## src/rtl/step_command_gen_pkg.sv

```systemverilog
// Shared definitions for the step command generator.
// Holds the 2-bit FSM state encodings, the default timing parameters and
// small width helpers used by the top level and the button debouncer.
package step_command_gen_pkg;

    typedef enum logic [1:0] {
        IDLE      = 2'd0,
        HOLD_WAIT = 2'd1,
        REPEAT    = 2'd2,
        LOCKOUT   = 2'd3
    } state_t;

    localparam int DEF_DEBOUNCE_CYCLES = 500000;
    localparam int DEF_HOLD_CYCLES     = 25000000;
    localparam int DEF_REPEAT_CYCLES   = 10000000;
    localparam bit DEF_REPEAT_EN       = 1'b1;

    // Bits needed to hold values 0..max_value.
    function automatic int count_width(input int max_value);
        return (max_value < 1) ? 1 : $clog2(max_value + 1);
    endfunction

    function automatic int max2(input int a, input int b);
        return (a > b) ? a : b;
    endfunction

endpackage

```

## src/rtl/step_command_gen_debouncer.sv

```systemverilog
// button_debouncer: 2-flop synchronizer followed by a run-length debouncer.
// Ports:
//   clk   - system clock
//   rst   - asynchronous active-low reset
//   raw   - raw, asynchronous, bouncing button input
//   level - debounced button level
// The run counter counts consecutive synchronized samples that disagree with
// the current level; it accepts the new level once the run has reached
// DEBOUNCE_CYCLES and the input still disagrees. Any agreeing sample clears it.
module button_debouncer
    import step_command_gen_pkg::*;
#(
    parameter int DEBOUNCE_CYCLES = DEF_DEBOUNCE_CYCLES
) (
    input  logic clk,
    input  logic rst,
    input  logic raw,
    output logic level
);

    localparam int             CW      = count_width(DEBOUNCE_CYCLES);
    localparam logic [CW-1:0]  RUN_MAX = CW'(DEBOUNCE_CYCLES);

    logic [1:0]    sync;
    logic [CW-1:0] run;

    always_ff @(posedge clk or negedge rst) begin
        if (!rst) begin
            sync  <= 2'b00;
            level <= 1'b0;
            run   <= '0;
        end else begin
            sync <= {sync[0], raw};
            if (sync[1] == level) begin
                run <= '0;
            end else if (run == RUN_MAX) begin
                // Counter stops at RUN_MAX and is cleared here, so it never wraps.
                level <= sync[1];
                run   <= '0;
            end else begin
                run <= run + 1'b1;
            end
        end
    end

endmodule

```

## src/rtl/step_command_gen.sv

```systemverilog
// step_command_gen: turns two raw push buttons into single-cycle step pulses
// for a BCD up/down counter, with optional hold-to-repeat.
// Ports:
//   clk      - sole clock, rising edge
//   rst      - asynchronous active-low reset
//   btn_up   - raw "count up" button, active-high
//   btn_down - raw "count down" button, active-high
//   enable   - registered one-cycle step pulse
//   up_down  - registered step direction (1 = up), updated only with a pulse
//
// state     | meaning
// IDLE      | waiting for exactly one debounced button
// HOLD_WAIT | first pulse issued, timing the hold delay
// REPEAT    | auto-repeating while the same button is held
// LOCKOUT   | both buttons seen, silent until both are released
module step_command_gen
    import step_command_gen_pkg::*;
#(
    parameter int DEBOUNCE_CYCLES = DEF_DEBOUNCE_CYCLES,
    parameter int HOLD_CYCLES     = DEF_HOLD_CYCLES,
    parameter int REPEAT_CYCLES   = DEF_REPEAT_CYCLES,
    parameter bit REPEAT_EN       = DEF_REPEAT_EN
) (
    input  logic clk,
    input  logic rst,
    input  logic btn_up,
    input  logic btn_down,
    output logic enable,
    output logic up_down
);

    localparam int            TW          = count_width(max2(HOLD_CYCLES, REPEAT_CYCLES));
    localparam logic [TW-1:0] HOLD_LOAD   = TW'(HOLD_CYCLES - 1);
    localparam logic [TW-1:0] REPEAT_LOAD = TW'(REPEAT_CYCLES - 1);

    logic          db_up;
    logic          db_down;
    state_t        state;
    state_t        state_nxt;
    logic          pulse;
    logic          pulse_dir;
    logic          tmr_load;
    logic [TW-1:0] tmr_load_val;
    logic [TW-1:0] timer;
    logic          timer_done;
    logic          active;
    logic          opposite;

    button_debouncer #(.DEBOUNCE_CYCLES(DEBOUNCE_CYCLES)) u_db_up (
        .clk   (clk),
        .rst   (rst),
        .raw   (btn_up),
        .level (db_up)
    );

    button_debouncer #(.DEBOUNCE_CYCLES(DEBOUNCE_CYCLES)) u_db_down (
        .clk   (clk),
        .rst   (rst),
        .raw   (btn_down),
        .level (db_down)
    );

    // While holding, up_down always names the button that started the sequence.
    assign active   = up_down ? db_up   : db_down;
    assign opposite = up_down ? db_down : db_up;
    // Waiting on enable keeps pulses apart even when a period is one cycle.
    assign timer_done = (timer == '0) && !enable;

    always_ff @(posedge clk or negedge rst) begin
        if (!rst) begin
            state <= IDLE;
        end else begin
            state <= state_nxt;
        end
    end

    always_comb begin
        state_nxt = state;
        case (state)
            IDLE: begin
                if (db_up && db_down)      state_nxt = LOCKOUT;
                else if (db_up || db_down) state_nxt = HOLD_WAIT;
            end
            HOLD_WAIT: begin
                if (opposite)                         state_nxt = LOCKOUT;
                else if (!active)                     state_nxt = IDLE;
                else if (REPEAT_EN && timer_done)     state_nxt = REPEAT;
            end
            REPEAT: begin
                if (opposite)     state_nxt = LOCKOUT;
                else if (!active) state_nxt = IDLE;
            end
            LOCKOUT: begin
                if (!db_up && !db_down) state_nxt = IDLE;
            end
            default: state_nxt = IDLE;
        endcase
    end

    always_comb begin
        pulse        = 1'b0;
        pulse_dir    = up_down;
        tmr_load     = 1'b0;
        tmr_load_val = REPEAT_LOAD;
        case (state)
            IDLE: begin
                if (db_up ^ db_down) begin
                    pulse        = 1'b1;
                    pulse_dir    = db_up;
                    tmr_load     = 1'b1;
                    tmr_load_val = HOLD_LOAD;
                end
            end
            HOLD_WAIT: begin
                if (!opposite && active && REPEAT_EN && timer_done) begin
                    pulse    = 1'b1;
                    tmr_load = 1'b1;
                end
            end
            REPEAT: begin
                if (!opposite && active && timer_done) begin
                    pulse    = 1'b1;
                    tmr_load = 1'b1;
                end
            end
            default: ;
        endcase
    end

    // Hold and repeat intervals share this down-counter; it idles at zero.
    always_ff @(posedge clk or negedge rst) begin
        if (!rst) begin
            timer   <= '0;
            enable  <= 1'b0;
            up_down <= 1'b1;
        end else begin
            enable <= pulse;
            if (pulse) begin
                up_down <= pulse_dir;
            end
            if (tmr_load) begin
                timer <= tmr_load_val;
            end else if (timer != '0) begin
                timer <= timer - 1'b1;
            end
        end
    end

endmodule

```

## config.mk

```make
export PLATFORM = sky130hd
export DESIGN_NAME = step_command_gen
export DESIGN_NICKNAME = d
export VERILOG_FILES = /design/src/rtl/step_command_gen_pkg.sv /design/src/rtl/step_command_gen_debouncer.sv /design/src/rtl/step_command_gen.sv
export SDC_FILE = /design/constraint.sdc
export NUM_CORES = 1
export LEC_CHECK = 0
export CAP_MARGIN = 20
export CORE_MARGIN = 2
export CORE_UTILIZATION = 30
export CTS_BUF_LIST = sky130_fd_sc_hd__clkbuf_2
export DETAILED_ROUTE_END_ITERATION = 12
export DONT_BUFFER_PORTS = 1
export PLACE_DENSITY = 0.44
export SYNTH_ARGS = -nofsm -noshare
export SYNTH_HDL_FRONTEND = slang
export SYNTH_SLANG_ARGS = --single-unit
export TNS_END_PERCENT = 50
```

## constraint.sdc

```tcl
create_clock -name clk -period 5.05 [get_ports clk]
set_input_delay 1.2625 -clock clk [delete_from_list [all_inputs] [get_ports clk]]
set_output_delay 1.2625 -clock clk [all_outputs]
set_load 0.05 [all_outputs]
```

Yosys cells after proc, flatten, opt, wreduce, memory -nomap -nowiden
Cells that the tools add are included. W data, S select, Z words.

Muxes and demuxes: 22. Bitwise gates (word level): 3. Equal/unequal tests: 11. Add/subtract/negate cells: 3. Reduce and logical (&&, ||, !) cells: 19.

Operator list (number): $mux W25 (4); $mux W19 (4); $add A19 B1 Y19 const B (2); $eq A19 B19 Y1 const B (2); $logic_not A25 Y1 (1); $reduce_bool A25 Y1 (1); $sub A25 B1 Y25 const B (1); $mux W2 (8); $pmux W2 S4 (1); $ne A3 B3 Y1 const B (2); $logic_and A1 B1 Y1 (5); $eq A2 B2 Y1 const B (2); $logic_not A1 Y1 (4); $mux W1 (4); $ne A4 B4 Y1 const B (1); $reduce_and A2 Y1 (2); $reduce_and A4 Y1 (1); $reduce_and A3 Y1 (1); $eq A1 B1 Y1 (2); $eq A2 B1 Y1 const B (1); $logic_not A2 Y1 (1); $ne A2 B2 Y1 const B (1); $not A1 Y1 (2); $pmux W1 S2 (1); 4 further kinds (4).

Bits in registers: 73. Logic and storage cells: 68. Input port bits: 4.

Logic depth before layout (Yosys ltp)
Gate-level depths: netlist of run 1.

Word-level depth: 7. Depth in mapped cells: 9. Depth with buffers taken out: 8.

By module
From an unflattened synthesis of run 1, not the netlist that was laid out.

Cells, all modules: 392. Area total of the unflattened synthesis: 3990.1 um^2.

Modules (own cells, without submodules): button_debouncer (sequential area each 550.5 um^2, instances 2, cells each 106, area each 1096.1 um^2); step_command_gen (sequential area each 726.9 um^2, instances 1, cells each 180, area each 1798.0 um^2).

Worst setup path after synthesis of run 1
Ideal clock, no wire load.

Path kind: register to register. Start point: register timer[0]. End point: register timer[22]. Required time: 4.903 ns. Path slack: 2.697 ns. Path buffers: 1. Setup time: 0.147 ns. Data arrival time: 2.207 ns. Stages on the path, launching flop included: 9. Path through: dfrtp_1 -> inv_1 -> ha_1 -> or3b_2 -> or4_1 -> buf_2 -> or3_4 -> nand2_1 -> o311ai_2.

Longest elaborated chain between the ends: 6. Elaborated cells between the ends (all ways): 10. Those cells by class: add/sub: 1; mux: 4; reduce/logical: 5.

Ends and longest elaborated chain: from (decl) (line step_command_gen.sv:44) `logic [TW-1:0] timer;`; from (signal assigned) (line step_command_gen.sv:142) `timer <= tmr_load_val;`; from (signal assigned) (line step_command_gen.sv:144) `timer <= timer - 1'b1;`; parallel branches: the longest is 6 deep, another holds $sub A25 B1 Y25.

Several ways; the timed one is not identified. The select of a mux whose other input is x is not followed. A chain may end at the register's enable or synchronous reset.

Final worst setup path of run 1
Start point: register timer[19]. End point: register timer[23].

Same word-level chain as after synthesis.

==> results of run 1 <==
==> flip-flops by register name, indices dropped and copies added, names as in the netlist <==
register and cells:
u_db_up.sync 2, u_db_down.level 1, u_db_up.run 19, state 2, enable 1, up_down 1, u_db_down.run 19, u_db_up.level 1
u_db_down.sync 2, timer 25
==> final cells by class <==
class,instances,area [um^2]
Clock buffer,9,45.0
Multi-Input combinational cell,288,1850
Clock inverter,7,109
Fill cell,1293,8350
Inverter,19,71.3
Sequential cell,73,1830
Tap cell,172,215
==> layout by cell type, fill, tap and decap left out, types with 4 or more instances in the layout <==
cell type   n
nand2_1    31
ha_1       14
o211ai_1    4
and4_1      4
or4_1       6
xor2_1     25
o22ai_1     4
nand3_1    20
nor4_1     11
a21oi_1     8
nor3_1      9
o21ai_0    15
xnor2_1    24
nand4_1     8
and3_1      6
clkbuf_2    9
inv_1      19
nor4b_1     6
nor2_1     55
dfrtp_1    72
==> cells by family after synthesis <==
kind of cell               Yosys count
AOI/OAI and AO/OA                   44
xor gates and xnor gates            49
adders and majority gates           14
buffers and inverters               30
DFF                                 73
muxes                                2
and+or+nand+nor                    179
==> how the worst max path moves through the flow <==
| stage | to | slack, ps |
|---|---|---|
| 2_1_floorplan | timer[22]$_DFFE_PN0P_ | 2700 |
| 3_3_place_gp | timer[23]$_DFFE_PN0P_ | 2550 |
| 3_5_place_dp | timer[23]$_DFFE_PN0P_ | 2430 |
| 4_1_cts | timer[23]$_DFFE_PN0P_ | 2400 |
| 5_1_grt | timer[23]$_DFFE_PN0P_ | 2100 |
| 6_report | timer[23]$_DFFE_PN0P_ | 2380 |
==> where the power goes <==
group | internal, uW | switching (uW)
combinational | 6.31 | 9.63
clock | 209 | 211
sequential | 591 | 5.56
total | 807 | 226
==> metal layers <==
metal  wire length (um)  vias up  global-route usage
met5                  0        -                   0
met4                106        0              0.0381
met3                209        9              0.0343
met2               3410       22               0.195
met1               3740     1320               0.166
li1                   -     1360                   -
==> stage by stage <==
| step | total power [uW] | cell area [um^2] | utilization | std cells |
|---|---|---|---|---|
| floorplan | 619 | 3790 | - | 391 |
| global placement | 623 | 3960 | 0.318 | 552 |
| detailed placement | 623 | 3960 | 0.318 | 552 |
| CTS | 1050 | 4120 | 0.330 | 568 |
| global route | 1080 | 4120 | 0.330 | 568 |
| finish | 1030 | 4120 | 0.330 | 568 |
==> worst max-delay path: cells and delay by family, from the launching register on <==
kind | cells | cell delay, ps
DFF | 1 | 450
AOI/OAI and AO/OA | 2 | 360
and+or+nand+nor | 3 | 1780
==> metrics.md, run 1 <==
| Metric | Value |
|---|---|
| Synth top area cells | dfrtp_1 48%, xor2_1 5.8%, xnor2_1 5.5% |
| Vias in the first global route | approximately 2700 |
| WL final | around 7500 um |
| Post-DP HPWL | roughly 5100 um |
| Layout cell share with drive strength beyond 1 | 0.0732 |
| Final setup viols | 0 |
| Worst Hold Slack | about 380 ps |
| Initial antenna violation count | 0 |
| Final Wtd Congestion | approximately 0.79 |
| Area growth, synth to finish | 8.55% |
| Clock root buffer | clkbuf_2 |
| Sequential share of the synthesized area | 0.482 |
| Fin. max-slew vios | 0 |
| Vias | 2711 |
| Post-synth ARST share | 1.00 |
| Synth Area in XOR/XNOR | 0.113 |
| FF-to-FF path depth | 5 |
| Post-Synthesis Cells | slightly below 400 |
| R2r setup slk | 2380 ps |
| Count leader, synth | dfrtp_1 |
| Crit. Startpoint | timer[19]$_DFFE_PN0P_ |
| WP data required | ~5500 ps |
| Crit path largest cell delay | 690 ps |
| Row Count | 41 |
| Clock latency on the worst-skew pair | around 520 ps |
| # Max-Cap Violations | 0 |
| Number of I/O port buffers | 0 |
| Fmax | 0.374 GHz |
| DR pass1 iterations | 4 |
| Relative max-transition margin | 0.492 |
| Fin crit period | ~2700 ps |
| Critical path class | register to register |
| Die Area | ~0.014 mm^2 |
| Post-cts sizing count | 0 |
| Number of remaining DRC errors | 0 |
| Core Box Area | 0.0125 mm^2 |
| Initial Utilization | 0.304 |
| GR Overflow Total | 0 |
| Critical Path Fanout Max | 11 |
| CTS H-tree lvls | 3 |
| Hold path depth | 0 |
| Starting DRT DRC Count | ~150 |
| Share of the synthesized area in the top cell type | 0.475 |
| Worst Clk Skew | ~20 ps |
| Setup tns final | 0 ps |
| Post-CTS Hold Fix Bufs | 0 |
| Slew @ Worst Pin | about 760 ps |
| Final period util | 0.529 |
| Main synth FF type | dfrtp_1 |
| Setup bufs post-CTS | 0 |
| Hold crit path type | register to register |
| Post-synthesis compound-gate area fraction | 0.0752 |
| Mapped cell area | 0.00379 mm^2 |
| Post-Syn Nets | a little over 400 |
| Worst hold endpoint | u_db_down.sync[1]$_DFF_PN0_ |
| Arrival time worst endpoint | between 3000 and 4000 ps |
| Io pins | 6 |
| Pin count of the biggest net entering global routing | 74 |
| Peak VDD IR | about 130 uV |
| First-pass GRT wire length | 13200 um |
| Mux share of post-synthesis cell area | 0.00561 |
| Critical Path Start Type | register |
| Die Wd | about 120 um |
| Hold Startpoint | u_db_down.sync[0]$_DFF_PN0_ |
| Largest family of logic cells by synthesized area | simple AND/OR/NAND/NOR gates |
| Final ANT Viol Nets | 0 |
| Fin. Hold Viols | 0 |
| Synth Register Bits | 73 |
| Reg2Reg Launch Point | timer[19]$_DFFE_PN0P_ |
| Ant diodes | 0 |
| Leakage power | about 0.0019 uW |
| All-layer global routing usage | 0.124 |
| Die height | roughly 120 um |
| Crit-path cells | nor4_1, nand4_1, nor2_1, a211oi_1, a311oi_1 |
| Avg Inst Size Synth | around 9.7 um^2 |
| Synth top cells by count | 72 x dfrtp_1, 55 x nor2_1, 31 x nand2_1 |
| CTS tree | yes |
| Power Dens Cells | between 200 and 300 mW/mm^2 |
| Clk sinks | 73 |
| Clock slew at reported path FFs | about 210 ps |
| Post-synth EDFFs | 0 |
| Library cells used by synthesis | slightly above 50 |
| Adder-cell area share of the yosys netlist | 0.0462 |
| Status | finished, final reports clean |
| Longest Clk Path Bufs | 2 |
| DR WL/cell | 13.1 um |
| CP endpoint kind | register |
| Final WS setup | 2380 ps |
| Pre-CTS WS | 2430 ps |
| RSZ-0062 raised after global routing | false |
| Top cell type by total area after synthesis | dfrtp_1 |
| CP max stage cell | nor2_1 |
| Synth Warn # | 0 |
| Synth Area in Simple Gates | 0.247 |
| Worst R2R End | timer[23]$_DFFE_PN0P_ |
| Clock buffer count from CTS | 9 |
| Final nets | between 400 and 500 |
| Via density | ~4.8 |
Note: power is estimated with default switching activity, not from simulation.
==> run 2: changes to the inputs <==
==> constraint.sdc (replaced) <==
create_clock -name clk -period 2.52 [get_ports clk]
set_input_delay 0.63 -clock clk [delete_from_list [all_inputs] [get_ports clk]]
set_output_delay 0.63 -clock clk [all_outputs]
set_load 0.05 [all_outputs]
==> run 2 against run 1 <==
- non-clock buffer count increased by 12
- flip-flop and latch count unchanged
- register-to-register slack got worse by 2300 ps
- die area unchanged
- final cell count increased by 1.9%
- sequential share of layout area decreased by 0.74 points
- via count increased by 0.52%
- first-iteration DRC count increased by 2.7%
- sequential power increased by 100%
==> metrics.md, run 2 (same netlist as run 1, synthesis figures left out) <==
| Metric | Value |
|---|---|
| Worst R2R End | timer[23]$_DFFE_PN0P_ |
| Final Wtd Congestion | 0.780 (-1.9%) |
| Hold path depth | 0 (unchanged) |
| Number of I/O port buffers | 0 (unchanged) |
| First-pass GRT wire length | 13300 um (+0.58%) |
| Finished Cell Area | 0.00419 mm^2 (+1.7%) |
| Vias | 2725 (+0.52%) |
| Setup bufs post-CTS | 0 (unchanged) |
| Worst hold endpoint | u_db_down.sync[0]$_DFF_PN0_ |
| Fillers | 1323 (+2.3%) |
| Pin count of the biggest net entering global routing | 74 (unchanged) |
| CP endpoint kind | register |
| Fmax | 0.415 GHz (+11%) |
| Top reg by flops | timer |
| Vias in the first global route | 2720 (+0.67%) |
| WL final | 7760 um (+3.9%) |
| Area growth, synth to finish | 10.4% |
| Longest Clk Path Bufs | 2 (unchanged) |
| Dpl cells | 562 (+1.8%) |
| Starting DRT DRC Count | 151 (+2.7%) |
| Layout cell share with drive strength beyond 1 | 0.103 (+0.0300) |
| DR pass1 iterations | 4 (unchanged) |
| Hold crit path type | input port to register |
| Most frequent cells in the layout | 72 x dfrtp_1, 55 x nor2_1, 31 x nand2_1 |
| Die height | 116 um (unchanged) |
| Leading registers by flop count | timer x25, u_db_down.run x19, u_db_up.run x19 |
| Io pins | 6 (unchanged) |
| FF-to-FF path depth | 5 (unchanged) |
| Cell family with most CP delay | simple AND/OR/NAND/NOR gates |
| Number of remaining DRC errors | 0 (unchanged) |
| Core Box Area | 0.0125 mm^2 (unchanged) |
| Fin. Hold Viols | 0 (unchanged) |
| Crit path largest cell delay | 690 ps (about the same) |
| GR Overflow Total | 0 (unchanged) |
| Relative max-transition margin | 0.640 (+0.148) |
| Placed inst area | 0.00404 mm^2 (+1.9%) |
| Critical Path Start Type | register |
| Ant diodes | 0 (unchanged) |
| Initial antenna violation count | 0 (unchanged) |
| Largest register FFs | 25 (unchanged) |
| Die Wd | 116 um (unchanged) |
| Clk sinks | 73 (unchanged) |
| Setup tns final | 0 ps (unchanged) |
| Fin. max-slew vios | 0 (unchanged) |
| Worst Hold Slack | 117 ps (-263 ps) |
| Reg2Reg Launch Point | timer[4]$_DFFE_PN0P_ |
| CTS H-tree lvls | 3 (unchanged) |
| Hold Startpoint | btn_down |
| Clock slew at reported path FFs | 190 ps (-20 ps) |
| CP max stage cell | or4_1 |
| Critical path class | register to register |
| Pre-CTS WS | 95.7 ps (-2330 ps) |
| # Max-Cap Violations | 0 (unchanged) |
| Critical Path Fanout Max | 8 (-3) |
| Die Area | 0.0136 mm^2 (unchanged) |
| Final nets | 421 (+2.9%) |
| Status | finished, final reports clean |
| Post-DP HPWL | 5230 um (+2.1%) |
| All-layer global routing usage | 0.126 (+0.00201) |
| Final period util | 0.956 (+0.427) |
| Clock buffer count from CTS | 9 (unchanged) |
| Arrival time worst endpoint | 2850 ps (-270 ps) |
| Fin crit period | 2410 ps (-261 ps) |
| CTS tree | yes |
| Number of cells in the finished layout apart from fillers | 579 (+1.9%) |
| Most common cell after layout, fill and taps aside | dfrtp_1 |
| Final setup viols | 0 (unchanged) |
| Slew @ Worst Pin | 535 ps (-224 ps) |
| Power Dens Cells | 452 mW/mm^2 (+80%) |
| WP data required | 2960 ps (-2540 ps) |
| Final WS setup | 110 ps (-2270 ps) |
| Clock root buffer | clkbuf_2 |
| DR WL/cell | 13.4 um (+2.0%) |
| WP buf/inv | 0 (unchanged) |
| Leakage power | 0.00192 uW (+2.3%) |
| Initial Utilization | 0.304 (unchanged) |
| R2r setup slk | 110 ps (-2270 ps) |
| Via density | 4.71 (-1.4%) |
| Crit-path cells | or4_4, or4_1, nor3_2, a211oi_1, a311oi_1 |
| Final ANT Viol Nets | 0 (unchanged) |
| Worst Clk Skew | 11.5 ps (-8.81 ps) |
| Row Count | 41 (unchanged) |
| Clock latency on the worst-skew pair | 520 ps (about the same) |
| RSZ-0062 raised after global routing | false |
| Peak VDD IR | 218 uV (+68%) |
[run 2: cell types whose count changed in the layout (fill, tap and decap cells not counted)]
cell / before / now
buf_4: 0 / 10
bufinv_16: 3 / 1
clkbuf_2: 9 / 11
buf_16: 0 / 1
clkinv_1: 1 / 0
dlygate4sd3_1: 0 / 1
nor3_1: 9 / 8
nor3_2: 1 / 2
or3b_2: 1 / 0
or3b_4: 0 / 1
or4_1: 6 / 5
or4_4: 1 / 2
[run 2: repair_timing]
item / CTS / global route
gates resized for setup: 0 / 3
hold buffers: 2 / 0
endpoints found under the setup margin: 0 / 3
endpoints found under the hold margin: 73 / 0
[run 2: routing by layer]
metal / global-route usage / vias to the layer above / routed length, um
met2: 0.200 / 21 / 3550
met5: 0 / - / 0
li1: - / 1381 / -
met4: 0.0444 / 0 / 93
met3: 0.0363 / 8 / 209
met1: 0.163 / 1315 / 3910
[run 2: power breakdown]
part | switching (uW) | total [uW] | internal [uW]
combinational | 43.4 | 61.9 | 18.4
sequential | 11.0 | 1190 | 1180
clock | 406 | 634 | 228
[run 2: how the worst max path moves through the flow]
| stage | from | end | slack (ps) | cells past startpoint |
|---|---|---|---|---|
| floorplan | timer[0]$_DFFE_PN0P_ | timer[22]$_DFFE_PN0P_ | 170 | 8 |
| CTS | timer[0]$_DFFE_PN0P_ | timer[18]$_DFFE_PN0P_ | 60 | 7 |
| global route | timer[4]$_DFFE_PN0P_ | timer[23]$_DFFE_PN0P_ | 30 | 5 |
| detailed placement | timer[0]$_DFFE_PN0P_ | timer[16]$_DFFE_PN0P_ | 100 | 8 |
| global placement | timer[0]$_DFFE_PN0P_ | timer[16]$_DFFE_PN0P_ | 140 | 8 |
| finish | timer[4]$_DFFE_PN0P_ | timer[23]$_DFFE_PN0P_ | 110 | 5 |
[run 2: metrics by stage]
stage	total power, uW	util
CTS	1940	0.335
floorplan	1240	-
detailed placement	1250	0.324
global route	2010	0.336
finish	1890	0.336
global placement	1250	0.324
[run 2: final cells by class]
type	instances	area, um^2	share of cell area
Tap cell	172	215	0.0514
Timing Repair Buffer	12	113	0.0269
Clock buffer	11	55.1	0.0132
Multi-Input combinational cell	288	1860	0.444
Clock inverter	4	45.0	0.0108
Inverter	19	71.3	0.0170
Sequential cell	73	1830	0.437
==> patch 1, RTL diff (config.mk and constraints of run 2) <==
Register the output `enable` once more, with the module's reset; this adds one clock of latency there. The other outputs are not delayed to match. Comments in the files are not updated.
--- a/src/rtl/step_command_gen.sv
+++ b/src/rtl/step_command_gen.sv
@@ -35,2 +35,4 @@
 
+    logic enable_s0;
+
     logic          db_up;
@@ -66,3 +68,3 @@
     // Waiting on enable keeps pulses apart even when a period is one cycle.
-    assign timer_done = (timer == '0) && !enable;
+    assign timer_done = (timer == '0) && !enable_s0;
 
@@ -133,6 +135,6 @@
             timer   <= '0;
-            enable  <= 1'b0;
+            enable_s0 <= 1'b0;
             up_down <= 1'b1;
         end else begin
-            enable <= pulse;
+            enable_s0 <= pulse;
             if (pulse) begin
@@ -148,2 +150,10 @@
 
+    always_ff @(posedge clk or negedge rst) begin
+        if (!rst) begin
+            enable <= '0;
+        end else begin
+            enable <= enable_s0;
+        end
+    end
+
 endmodule
Function: no difference found for any inputs over 10 cycles, from zero or initial values and one cycle with rst low; that may be too few to reach the edited logic, so the function may still have changed.
==> patch 1 against run 2 <==
Setup slack better by 0.044 ns; cell count increased by 0.17%; sequential cell count rose by 1; non-clock buffer count down 1; area after synthesis is 0.66% higher; die area increased by 0.64%; total power increased by 7.2%; wire length increased by 0.68%; final area up 1.2%; critical path type unchanged.
==> patch 1: results (changes against run 2) <==
Internal Power - 1.55 mW (+8.7%)
CP peak stage delay - 0.53 ns (-0.16 ns)
share of cells above drive strength 1 - 10.3% (-0.025 points)
hold crit path type - primary input to register
skew final - 0.0285 ns (+0.0170 ns)
Leakage - 1.94 nW (+1.2%)
first-pass GRT wire length - 13,400 um (+1.1%)
Total GRT Usage - 12.6% (+0.024 points)
HPWL after DPL - 5320 um (+1.7%)
per-cell routed wire length - 13.5 um (+0.51%)
number of H-tree levels - 3 (unchanged)
CP max-delay cell - or4_1
Num CTS Buffers - 9 (unchanged)
Netlist cell types - 51 (unchanged)
Worst Max-Slew Pin Slew - 0.528 ns (-0.00761 ns)
Vias/cell - 4.76 (+1.1%)
layout net count - 421 (unchanged)
n_diodes - 0 (unchanged)
Syn Nets - 410 (+0.24%)
CP Max Fanout - 6 (-2)
final RePlAce weighted congestion - 0.748 (-4.1%)
worst path arrival time - 2.82 ns (-0.03 ns)
VDD IR-drop max - 0.263 mV (+21%)
FILL cells - 1,342 (+1.4%)
clock slew at reported path FFs - 0.21 ns (+0.02 ns)
vias in the first global route - 2,701 (-0.70%)
Top Registers - timer: 25 flops, u_db_down.run: 19 flops, u_db_up.run: 19 flops
port buffer count - 0 (unchanged)
number of synthesis warnings - 0 (unchanged)
CTS root buf - clkbuf_2
Pre-antenna DRT Iters - 4 (unchanged)
most common library cells after synthesis - 73 x dfrtp_1, 55 x nor2_1, 31 x nand2_1
ys async rst share - 100% (unchanged)
top post-synthesis cells by area - dfrtp_1 48%, xor2_1 5.7%, xnor2_1 5.5%, nor2_1 5.4%, ha_1 4.6%
DR iter-0 viols - 197 (+30%)
initial antenna violation count - 0 (unchanged)
clk_lat worst skew - 0.52 ns (about the same)
clk buf depth - 2 (unchanged)
largest net degree at the start of global routing - 75 (+1.4%)
Setup Buffers After CTS - 0 (unchanged)
post-synthesis sequential area ratio - 48.6% (+0.34 points)
status - completed
-- patch 1: timing repair --
| item | CTS | global route |
|---|---|---|
| hold endpoints to repair | 74 | 0 |
| hold buffers | 2 | 0 |
| gates resized for setup | 0 | 3 |
| setup endpoints to repair | 0 | 5 |
-- patch 1: logic make-up (layout without fill, tap and decap cells) --
group                      Yosys count  count (layout)  synth area share, %
and+or+nand+nor                    179             179                 24.5
DFF                                 74              74                 48.6
xor gates and xnor gates            49              49                 11.2
AOI/OAI and AO/OA                   44              44                 7.48
buffers and inverters               30              46                 3.05
adders and majority gates           14              14                 4.59
muxes                                2               2                0.557
-- patch 1: per-stage QoR --
stage / util (%) / hold WS (ns) / setup slack (ns) / cell area (um^2) / std cells
5_1_grt: 33.8 / 0.0293 / 0.0452 / 4240 / 580
4_1_cts: 33.8 / 0.0348 / 0.0586 / 4230 / 580
6_report: 33.8 / 0.104 / 0.154 / 4240 / 580
3_5_place_dp: 32.4 / 0.338 / 0.0816 / 4050 / 562
3_3_place_gp: 32.4 / 0.336 / 0.160 / 4050 / 562
2_1_floorplan: - / 0.331 / 0.167 / 3820 / 392
-- patch 1: path summary, 6_finish.rpt --
| kind | depth (start not counted) | slack, ns | from | to |
|---|---|---|---|---|
| setup / recovery | 7 | 0.15 | timer[0] | timer[18] |
| max in group asynchronous | 2 | 1.53 | rst | up_down |
| min in group asynchronous | 2 | 0.62 | rst | timer[17] |
| hold reg to reg | 0 | 0.38 | u_db_down.sync[0] | u_db_down.sync[1] |
| hold / removal | 0 | 0.10 | btn_up | u_db_up.sync[0] |
| setup reg to reg | 7 | 0.15 | timer[0] | timer[18] |
-- patch 1: final cells by class --
cell class / instances / area (um^2) / area share [%]
inverters: 19 / 71.3 / 1.68
clock inverters: 5 / 78.8 / 1.86
repair buffers: 11 / 105 / 2.48
multi-input cells: 288 / 1860 / 43.9
flip-flops and latches: 74 / 1850 / 43.7
well taps: 172 / 215 / 5.08
clock buffers: 11 / 55.1 / 1.30
-- patch 1: per-layer routing --
metal,GRT usage (%),vias to the layer above,wire length [um]
li1,-,1387,-
met1,16.6,1329,3780
met2,20.1,33,3640
met3,3.40,12,248
met4,4.47,0,142
met5,0,-,0
-- patch 1: power groups by stage --
stage          logic [mW]  registers, mW  clock network (mW)
3_5_place_dp       0.0328           1.23                   0
4_1_cts            0.0646           1.21               0.799
3_3_place_gp       0.0328           1.23                   0
2_1_floorplan      0.0275           1.23                   0
5_1_grt            0.0714           1.21               0.842
6_report           0.0607           1.21               0.755
-- patch 1: critical path: cells and delay by family, from the launching register on --
kind	cells	cell delay, ns
adders and majority gates	1	0.20
buffers and inverters	2	0.31
and+or+nand+nor	3	1.24
DFF	1	0.43
AOI/OAI and AO/OA	1	0.15
==> patch 2, RTL diff (config.mk and constraints of run 2) <==
Without the edit above. Change the package constant `DEF_REPEAT_EN` from 1'b1 to 1'b0.
--- a/src/rtl/step_command_gen_pkg.sv
+++ b/src/rtl/step_command_gen_pkg.sv
@@ -15,3 +15,3 @@
     localparam int DEF_REPEAT_CYCLES   = 10000000;
-    localparam bit DEF_REPEAT_EN       = 1'b1;
+    localparam bit DEF_REPEAT_EN       = 1'b0;
 
Check against the original RTL: no difference found for any inputs over 10 cycles, from zero or initial values and one cycle with rst low; that may be too few to reach the edited logic, so the function may still have changed.
==> patch 2 against run 2 <==
Area after synthesis grew 0.17%; critical path depth is the same; clock power grew 52%; wire length is essentially flat; setup slack gained 0.14 ns; sequential cell count is the same; total power grew 18%; final area grew 2.2%; critical path type unchanged; critical endpoint is now timer[9]; largest cell class unchanged.
==> patch 2: results (changes against run 2) <==
Top Layer Used - met4
DR iter-0 viols - 110 (-27%)
Internal Power - 1.73 mW (+21%)
Leakage - 2.00 nW (+4.6%)
fraction of met1 tracks used by global routing - 16.4% (+0.027 points)
clk buf depth - 2 (unchanged)
Global Route met3 Usage - 5.03% (+1.4 points)
top post-synthesis cells by area - dfrtp_1 47%, nor2_1 6.1%, xor2_1 5.8%, xnor2_1 5.5%, ha_1 4.3%
DRT Wirelength - 7760 um (about the same)
clock slew at reported path FFs - 0.20 ns
Setup Buffers After CTS - 0 (unchanged)
pre-CTS worst setup slack - 0.260 ns (+0.164 ns)
first-pass GRT wire length - 13,700 um (+3.1%)
met2 routed WL - 3510 um (-0.99%)
post-synthesis sequential area ratio - 48.1% (-0.079 points)
worst path arrival time - 2.73 ns (-0.12 ns)
n_diodes - 0 (unchanged)
hold_buf cts - 3 (+1)
ys async rst share - 100% (unchanged)
Worst Max-Slew Pin Slew - 0.472 ns (-0.0635 ns)
Top Registers - timer: 25 flops, u_db_down.run: 19 flops, u_db_up.run: 19 flops
number of synthesis warnings - 0 (unchanged)
CP peak stage delay - 0.61 ns (-0.08 ns)
status - completed
met1 wire length - 3750 um (-3.9%)
CP Max Fanout - 10 (+2)
Mean Syn Cell Area - 9.76 um^2 (+0.68%)
Syn Nets - 406 (-0.73%)
vias in the first global route - 2,807 (+3.2%)
Netlist cell types - 52 (+2.0%)
Vias/cell - 4.64 (-1.4%)
Num CTS Buffers - 9 (unchanged)
HPWL after DPL - 5260 um (+0.68%)
port buffer count - 0 (unchanged)
Post-DP Area - 4030 um^2 (-0.12%)
VDD IR-drop max - 0.290 mV (+33%)
most common library cells after synthesis - 72 x dfrtp_1, 62 x nor2_1, 26 x nand2_1
skew final - 0.0182 ns (+0.00671 ns)
FILL cells - 1,271 (-3.9%)
post_cts resized - 0 (unchanged)
# setup viols final - 0 (unchanged)
layout net count - 419 (-0.48%)
CTS root buf - clkbuf_2
hold crit path type - register to register
clk_lat worst skew - 0.55 ns (+0.03 ns)
initial antenna violation count - 0 (unchanged)
per-cell routed wire length - 13.4 um (about the same)
Pre-antenna DRT Iters - 4 (unchanged)
Total GRT Usage - 13.2% (+0.59 points)
share of cells above drive strength 1 - 10.3% (unchanged)
met3 wire length - 311 um (+49%)
EDFF count, synth - 0 (unchanged)
CP max-delay cell - or3b_1
largest net degree at the start of global routing - 74 (unchanged)
placed cells - 559 (-0.53%)
grt met2 use - 20.6% (+0.54 points)
number of H-tree levels - 3 (unchanged)
final RePlAce weighted congestion - 0.793 (+1.7%)
==> patch 2: cell type report <==
| class | instances | area [um^2] | share of cell area [%] |
|---|---|---|---|
| multi-input combinational | 289 | 1860 | 43.5 |
| sequential | 73 | 1830 | 42.7 |
| tap | 172 | 215 | 5.03 |
| clock inverter | 7 | 143 | 3.34 |
| timing repair buffer | 13 | 125 | 2.93 |
| inverter | 16 | 60.1 | 1.40 |
| clock buffer | 9 | 45.0 | 1.05 |
==> patch 2: power groups by stage <==
stage | Clock (mW) | Combinational (mW) | Sequential, mW
3_5_place_dp | 0 | 0.0353 | 1.22
6_report | 0.966 | 0.0656 | 1.19
5_1_grt | 1.05 | 0.0793 | 1.20
2_1_floorplan | 0 | 0.0274 | 1.21
4_1_cts | 1.01 | 0.0686 | 1.19
3_3_place_gp | 0 | 0.0351 | 1.22
==> patch 2: cells by family (layout without fill, tap and decap cells) <==
kind of cell	Yosys count	after routing	synth area share [%]
simple gates	180	180	25.6
flops	73	73	48.1
xor+xnor	49	49	11.3
compound gates	42	42	6.36
buf+inv	27	45	2.87
fa+ha+maj	13	13	4.28
mux	5	5	1.42
==> patch 2: final timing paths <==
path | depth (start not counted) | start | to | slack, ns
worst min-delay path | 0 | u_db_up.sync[0] | u_db_up.sync[1] | 0.38
worst min register to register | 0 | u_db_up.sync[0] | u_db_up.sync[1] | 0.38
max in group asynchronous | 2 | rst | up_down | 1.61
worst max register to register | 5 | timer[9] | timer[9] | 0.25
min in group asynchronous | 2 | rst | u_db_up.run[14] | 0.60
worst max-delay path | 5 | timer[9] | timer[9] | 0.25
==> patch 2: worst max-delay path: cells and delay by family (launching register included) <==
kind / cells / cell delay (ns)
AO/OA/AOI/OAI: 2 / 0.30
flip-flops: 1 / 0.46
AND/OR/NAND/NOR: 3 / 1.41
